--- src/rtl/memory_endpoint_programmer.sv ---
// memory_endpoint_programmer
//   Host-side writer for the memory-endpoint table. Accepts one config
//   command at a time over a valid/ready channel and validates it. It then
//   updates the packed per-endpoint control vector and returns one response
//   per command.
//
//   Entry layout (99 bits): [47:0] base, [95:48] bound (inclusive),
//                           [97:96] access, [98] valid
//
//   Optional feature macro: EP_PROG_OVERLAP_CHECK_EN
//     When defined, a valid WRITE that passes the basic checks is compared
//     against every other valid slot, one slot per cycle. An overlapping
//     range is rejected with status OVERLAP.
//
// Ports
//   aclk, areset       clock, synchronous active-high reset
//   s_cmd_*            command channel (op, idx, base, bound, access, ep_valid)
//   m_rsp_*            response channel (status, resulting entry)
//   ep_ctrl            packed table, slot i at [i*99 +: 99]
//   ep_update          1-cycle pulse when a new table value first becomes visible
module memory_endpoint_programmer #(
  parameter int N_ENDPOINTS = 4,
  parameter int IDX_W       = (N_ENDPOINTS > 1) ? $clog2(N_ENDPOINTS) : 1
) (
  input  logic                      aclk,
  input  logic                      areset,
  input  logic                      s_cmd_valid,
  output logic                      s_cmd_ready,
  input  logic [1:0]                s_cmd_op,
  input  logic [IDX_W-1:0]          s_cmd_idx,
  input  logic [47:0]               s_cmd_base,
  input  logic [47:0]               s_cmd_bound,
  input  logic [1:0]                s_cmd_access,
  input  logic                      s_cmd_ep_valid,
  output logic                      m_rsp_valid,
  input  logic                      m_rsp_ready,
  output logic [1:0]                m_rsp_status,
  output logic [98:0]               m_rsp_data,
  output logic [99*N_ENDPOINTS-1:0] ep_ctrl,
  output logic                      ep_update
);
  localparam int EP_W = 99;
  localparam int VBIT = 98;

  localparam logic [1:0] OP_WRITE   = 2'b00;
  localparam logic [1:0] OP_READ    = 2'b01;
  localparam logic [1:0] OP_INV     = 2'b10;
  localparam logic [1:0] OP_INV_ALL = 2'b11;

  localparam logic [1:0] ST_OK        = 2'b00;
  localparam logic [1:0] ST_BAD_IDX   = 2'b01;
  localparam logic [1:0] ST_BAD_RANGE = 2'b10;

`ifdef EP_PROG_OVERLAP_CHECK_EN
  localparam logic [1:0] ST_OVERLAP = 2'b11;
  localparam int         SJ_W       = (N_ENDPOINTS > 1) ? $clog2(N_ENDPOINTS) : 1;
  typedef enum logic [2:0] {S_IDLE, S_CHECK, S_SCAN, S_APPLY, S_RESP} state_t;
`else
  typedef enum logic [2:0] {S_IDLE, S_CHECK, S_APPLY, S_RESP} state_t;
`endif

  state_t            r_state, w_state_next;
  logic [1:0]        r_op;
  logic [IDX_W-1:0]  r_idx;
  logic [47:0]       r_base, r_bound;
  logic [1:0]        r_access;
  logic              r_ep_valid;
  logic [1:0]        r_status;
  logic [EP_W-1:0]   r_rsp_data;
  logic              r_ep_update;
  logic [EP_W-1:0]   r_slot [N_ENDPOINTS];

  logic              w_in_range;
  logic [1:0]        w_chk_status;
  logic [EP_W-1:0]   w_old_entry, w_new_entry, w_after_entry;

  // Index decode done by comparison so an index wider than the table stays legal.
  always_comb begin
    w_in_range  = (32'(r_idx) < N_ENDPOINTS);
    w_old_entry = '0;
    for (int i = 0; i < N_ENDPOINTS; i++) begin
      if (32'(r_idx) == i) w_old_entry = r_slot[i];
    end
    w_new_entry = {r_ep_valid, r_access, r_bound, r_base};

    if (r_op != OP_INV_ALL && !w_in_range)
      w_chk_status = ST_BAD_IDX;
    else if (r_op == OP_WRITE && r_ep_valid && (r_base > r_bound))
      w_chk_status = ST_BAD_RANGE;
    else
      w_chk_status = ST_OK;

    // Response data: the entry after the command; the untouched entry on error.
    w_after_entry = w_old_entry;
    if (r_status == ST_OK) begin
      case (r_op)
        OP_WRITE:   w_after_entry = w_new_entry;
        OP_INV:     w_after_entry[VBIT] = 1'b0;
        OP_INV_ALL: w_after_entry = '0;
        default:    ;
      endcase
    end
  end

`ifdef EP_PROG_OVERLAP_CHECK_EN
  logic [SJ_W-1:0] r_scan_j;
  logic [EP_W-1:0] w_scan_entry;
  logic            w_scan_hit;
  logic            w_scan_last;

  always_comb begin
    w_scan_entry = '0;
    for (int i = 0; i < N_ENDPOINTS; i++) begin
      if (32'(r_scan_j) == i) w_scan_entry = r_slot[i];
    end
    w_scan_hit  = w_scan_entry[VBIT] && (32'(r_scan_j) != 32'(r_idx)) &&
                  (r_base <= w_scan_entry[95:48]) && (w_scan_entry[47:0] <= r_bound);
    w_scan_last = (32'(r_scan_j) == N_ENDPOINTS - 1);
  end
`endif

  // State register
  always_ff @(posedge aclk) begin
    if (areset) r_state <= S_IDLE;
    else        r_state <= w_state_next;
  end

  // Next-state logic
  always_comb begin
    w_state_next = r_state;
    case (r_state)
      S_IDLE:  if (s_cmd_valid && s_cmd_ready) w_state_next = S_CHECK;
      S_CHECK: begin
        w_state_next = S_APPLY;
`ifdef EP_PROG_OVERLAP_CHECK_EN
        if (w_chk_status == ST_OK && r_op == OP_WRITE && r_ep_valid) w_state_next = S_SCAN;
`endif
      end
`ifdef EP_PROG_OVERLAP_CHECK_EN
      S_SCAN:  if (w_scan_last) w_state_next = S_APPLY;
`endif
      S_APPLY: w_state_next = S_RESP;
      S_RESP:  if (m_rsp_ready) w_state_next = S_IDLE;
      default: w_state_next = S_IDLE;
    endcase
  end

  // Output logic
  always_comb begin
    s_cmd_ready = (r_state == S_IDLE) && !areset;
    m_rsp_valid = (r_state == S_RESP);
  end

  // Datapath: command latch, status, table update, response registers
  always_ff @(posedge aclk) begin
    if (areset) begin
      r_op        <= '0;
      r_idx       <= '0;
      r_base      <= '0;
      r_bound     <= '0;
      r_access    <= '0;
      r_ep_valid  <= 1'b0;
      r_status    <= ST_OK;
      r_rsp_data  <= '0;
      r_ep_update <= 1'b0;
      for (int i = 0; i < N_ENDPOINTS; i++) r_slot[i] <= '0;
`ifdef EP_PROG_OVERLAP_CHECK_EN
      r_scan_j    <= '0;
`endif
    end else begin
      r_ep_update <= 1'b0;
      case (r_state)
        S_IDLE: begin
          if (s_cmd_valid && s_cmd_ready) begin
            r_op       <= s_cmd_op;
            r_idx      <= s_cmd_idx;
            r_base     <= s_cmd_base;
            r_bound    <= s_cmd_bound;
            r_access   <= s_cmd_access;
            r_ep_valid <= s_cmd_ep_valid;
          end
        end
        S_CHECK: begin
          r_status <= w_chk_status;
`ifdef EP_PROG_OVERLAP_CHECK_EN
          r_scan_j <= '0;
`endif
        end
`ifdef EP_PROG_OVERLAP_CHECK_EN
        // Always walks every slot so latency does not depend on table contents.
        S_SCAN: begin
          if (w_scan_hit) r_status <= ST_OVERLAP;
          r_scan_j <= r_scan_j + 1'b1;
        end
`endif
        S_APPLY: begin
          r_rsp_data  <= w_after_entry;
          r_ep_update <= (r_status == ST_OK) && (r_op != OP_READ);
          if (r_status == ST_OK) begin
            for (int i = 0; i < N_ENDPOINTS; i++) begin
              if (r_op == OP_WRITE && 32'(r_idx) == i) r_slot[i] <= w_new_entry;
              if (r_op == OP_INV && 32'(r_idx) == i)   r_slot[i][VBIT] <= 1'b0;
              if (r_op == OP_INV_ALL)                  r_slot[i][VBIT] <= 1'b0;
            end
          end
        end
        default: ;
      endcase
    end
  end

  assign m_rsp_status = r_status;
  assign m_rsp_data   = r_rsp_data;
  assign ep_update    = r_ep_update;

  for (genvar gi = 0; gi < N_ENDPOINTS; gi++) begin : g_pack
    assign ep_ctrl[gi*EP_W +: EP_W] = r_slot[gi];
  end

endmodule
--- config.mk ---
export PLATFORM = sky130hd
export DESIGN_NAME = memory_endpoint_programmer
export DESIGN_NICKNAME = d
export VERILOG_FILES = /design/src/rtl/memory_endpoint_programmer.sv
export SDC_FILE = /design/constraint.sdc
export NUM_CORES = 1
export LEC_CHECK = 0
export BUFFER_PORTS_ARGS = -buffer_cell sky130_fd_sc_hd__buf_2
export CELL_PAD_IN_SITES_DETAIL_PLACEMENT = 1
export CELL_PAD_IN_SITES_GLOBAL_PLACEMENT = 1
export CORE_ASPECT_RATIO = 0.8
export CORE_MARGIN = 10
export CORE_UTILIZATION = 30
export DETAILED_ROUTE_END_ITERATION = 16
export PLACE_DENSITY_LB_ADDON = 0.1
export REMOVE_ABC_BUFFERS = 1
export SKIP_CTS_REPAIR_TIMING = 1
export SLEW_MARGIN = 30
export SYNTH_ARGS = -nofsm -noshare
export SYNTH_HDL_FRONTEND = slang
export SYNTH_SLANG_ARGS = --single-unit
--- constraint.sdc ---
create_clock -name aclk -period 13.6 [get_ports aclk]
set_input_delay 2.72 -clock aclk [delete_from_list [all_inputs] [get_ports aclk]]
set_output_delay 2.72 -clock aclk [all_outputs]
set_load 0.02 [all_outputs]
==> flow_summary.toml <==
[status]
outcome = "completed"

[sta]
rsz0062_at_grt = "false"
maxSlewHeadroom = 0.325
hold_ws_ns = 0.484
post-route-min-period_ns = 6.34
hold_viol_final = 0
tns_ns = 0
fin_worst_skew_ns = 0.0238
fmax_mhz = 158
worstMarginPinSlew_ns = 1.01
finalSetupViolations = 0
fin_crit_sh = 0.466
maxSlewViolCount = 0

[clock_network]
clock_latency_ns = 0.61
cts_buffer_depth = 3
cts_sinks = 602
htreeDepth = 3
clk_pin_slew_ns = 0.06
cts_tree = "built"
numCtsBuffers = 68
clockRootBuffer = "clkbuf_16"

[job]
drv_cap = 0

[layout]
nets = 2892
final_layout_size_suffix_gt1_frac = 0.310
areaGrowthSynthToFinish_pct = 23.6
layout_common_cells = "604 x buf_2, 396 x edfxtp_1, 297 x nor2_1"
fillers = 9554
final_common_cell = "buf_2"

[routing]
final_antenna_net_count = 0
vias = 20000
drt-pass1-iter-count = 5
drc = 0
routedWlPerCell_um = 28.8
drtIter0Drc = 1518
viasPerCell = 5.10
wl_um = 113000

[yosys]
synthMuxAreaShare = 0.0849
synth_xor_xnor_area_share = 0
yosys_warnings = 0
async_reset_ff_frac = 0
synthCells = 2189
synth_edf_count = 396
synth_top_cell_by_area = "edfxtp_1"
synth_compound_area_frac = 0.0663
synth-seq-cells = 602
synth_ff_type = "edfxtp_1"
synthAdderAreaFrac = 0.0266
netlist_area_um2 = 26400
synth_top_family_by_area = "simple AND/OR/NAND/NOR gates"
synth_top_area_frac = 0.451
yosys.area_share.simple = 0.175
ys_top_cells_by_area = "edfxtp_1 45%, dfxtp_1 16%, mux4_2 8.4%"
synth_cell_types = 48
seq_area_frac_synth = 0.607
avgSynthCellArea_um2 = 12.1

[min_path]
hp-class = "register to register"

[worst_setup_path]
required_ns = 10.88
arrival_ns = 3.62
crit_family = "buffers and inverters"
critPathCaptureType = "primary output"
cp-start-kind = "primary input"
crit_buf_inv = 2
max_stage_delay_ns = 0.45
slowest_stage = "clkbuf_8"
crit_path_max_fanout = 77
cp_cell_sequence = "clkbuf_8 -> nor2b_1 -> buf_2"
critPathKind = "primary input to primary output"

[grt]
grt_use_met2 = 0.376
top_usage_layer = "met2"
grt_first_pass_wirelength_um = 160000
grt.overflow.total = 0
grt_pass1_vias = 21300
grt_max_degree = 113
antenna_found_initial = 19
use_met3 = 0.0536
grtUsageMet1 = 0.267
grtUsageTotal = 0.219

[power_and_ir_drop]
ir_worst_vdd_mv = 0.0714
powerDensity_nw_per_um2 = 192
p_leak_nw = 12.5

[placement]
post-dp-hpwl_um = 75400
numPortBuffers = 605
gp_congestion = 0.776

[floorplan]
initial_core_util = 0.302
num_rows = 97
io_pins = 607
core_um2 = 87400
dieArea_um2 = 100000
die_x_um = 352
die_h_um = 285
==> worst reg2reg max path: cells and delay by family, from the launching register on <==
kind          cells  cell delay (ns)
simple gates      3             1.16
buf+inv           2             1.55
flops             1             0.86
==> synth_stat cells (all sizes together), types with 19 or more instances <==
cell type / instances
a21oi: 19
o21ai: 103
buf: 66
dfxtp: 206
nand2b: 104
a311oi: 99
nand2: 212
edfxtp: 396
nor2: 302
and2: 186
inv: 53
mux4: 99
nor3: 31
nand3: 106
clkbuf: 101
ha: 56
==> sequential cells by signal, indices dropped and copies added, names as in the netlist, 2 cells and up <==
name	count
m_rsp_data	99
r_base	48
r_state	2
r_slot	396
r_idx	2
r_bound	48
r_op	2
r_access	2
==> report_power, final <==
| part | leakage, nW | switching, mW | internal, mW |
|---|---|---|---|
| Sequential | 5.79 | 0.261 | 2.24 |
| Clock | 1.09 | 0.778 | 1.10 |
| Combinational | 5.66 | 1.30 | 0.588 |
==> kinds of logic (layout without fill, tap and decap cells) <==
family | after synthesis | count (layout)
AND/OR/NAND/NOR | 961 | 961
flip-flops | 602 | 602
AO/OA/AOI/OAI | 249 | 249
buffers and inverters | 220 | 814
multiplexers | 100 | 100
adder cells (fa/ha/maj) | 56 | 56
other | 1 | 5
==> final cells by class <==
class | count | area, µm² | area share
diodes | 4 | 10.0 | 0.000307
clock buffers | 106 | 2050 | 0.0629
clock inverters | 18 | 170 | 0.00522
inverters | 53 | 199 | 0.00610
multi-input cells | 1367 | 9390 | 0.288
flip-flops and latches | 602 | 16000 | 0.491
well taps | 1138 | 1420 | 0.0437
repair buffers | 637 | 3340 | 0.102
==> worst paths after layout <==
check | from | to | slack [ns] | cells after the start
max | areset | s_cmd_ready | 7.26 | 3
min | m_rsp_data[60]$_SDFFE_PP0P_ | m_rsp_data[60]$_SDFFE_PP0P_ | 0.48 | 2
max reg2reg | r_idx[0]$_SDFFE_PP0P_ | r_slot[1][49]$_SDFFCE_PN0P_ | 9.53 | 5
min reg2reg | m_rsp_data[60]$_SDFFE_PP0P_ | m_rsp_data[60]$_SDFFE_PP0P_ | 0.48 | 2
==> per-stage QoR <==
step | power, mW | setup slack, ns | area [µm²] | util | std cells
2_1_floorplan | 3.62 | 4.13 | 25500 | - | 2022
3_3_place_gp | 4.43 | 7.20 | 30300 | 0.347 | 3795
3_5_place_dp | 4.47 | 7.22 | 30300 | 0.347 | 3796
4_1_cts | 6.35 | 7.22 | 32600 | 0.373 | 3920
5_1_grt | 6.58 | 7.19 | 32600 | 0.373 | 3925
6_report | 6.26 | 7.26 | 32600 | 0.373 | 3925
==> layer usage <==
layer / up-vias / wire (µm)
met2: 620 / 56100
met1: 10300 / 45700
met5: - / 87
li1: 8929 / -
met3: 171 / 7680
met4: 14 / 3470
Note: power is estimated with default switching activity, not from simulation.
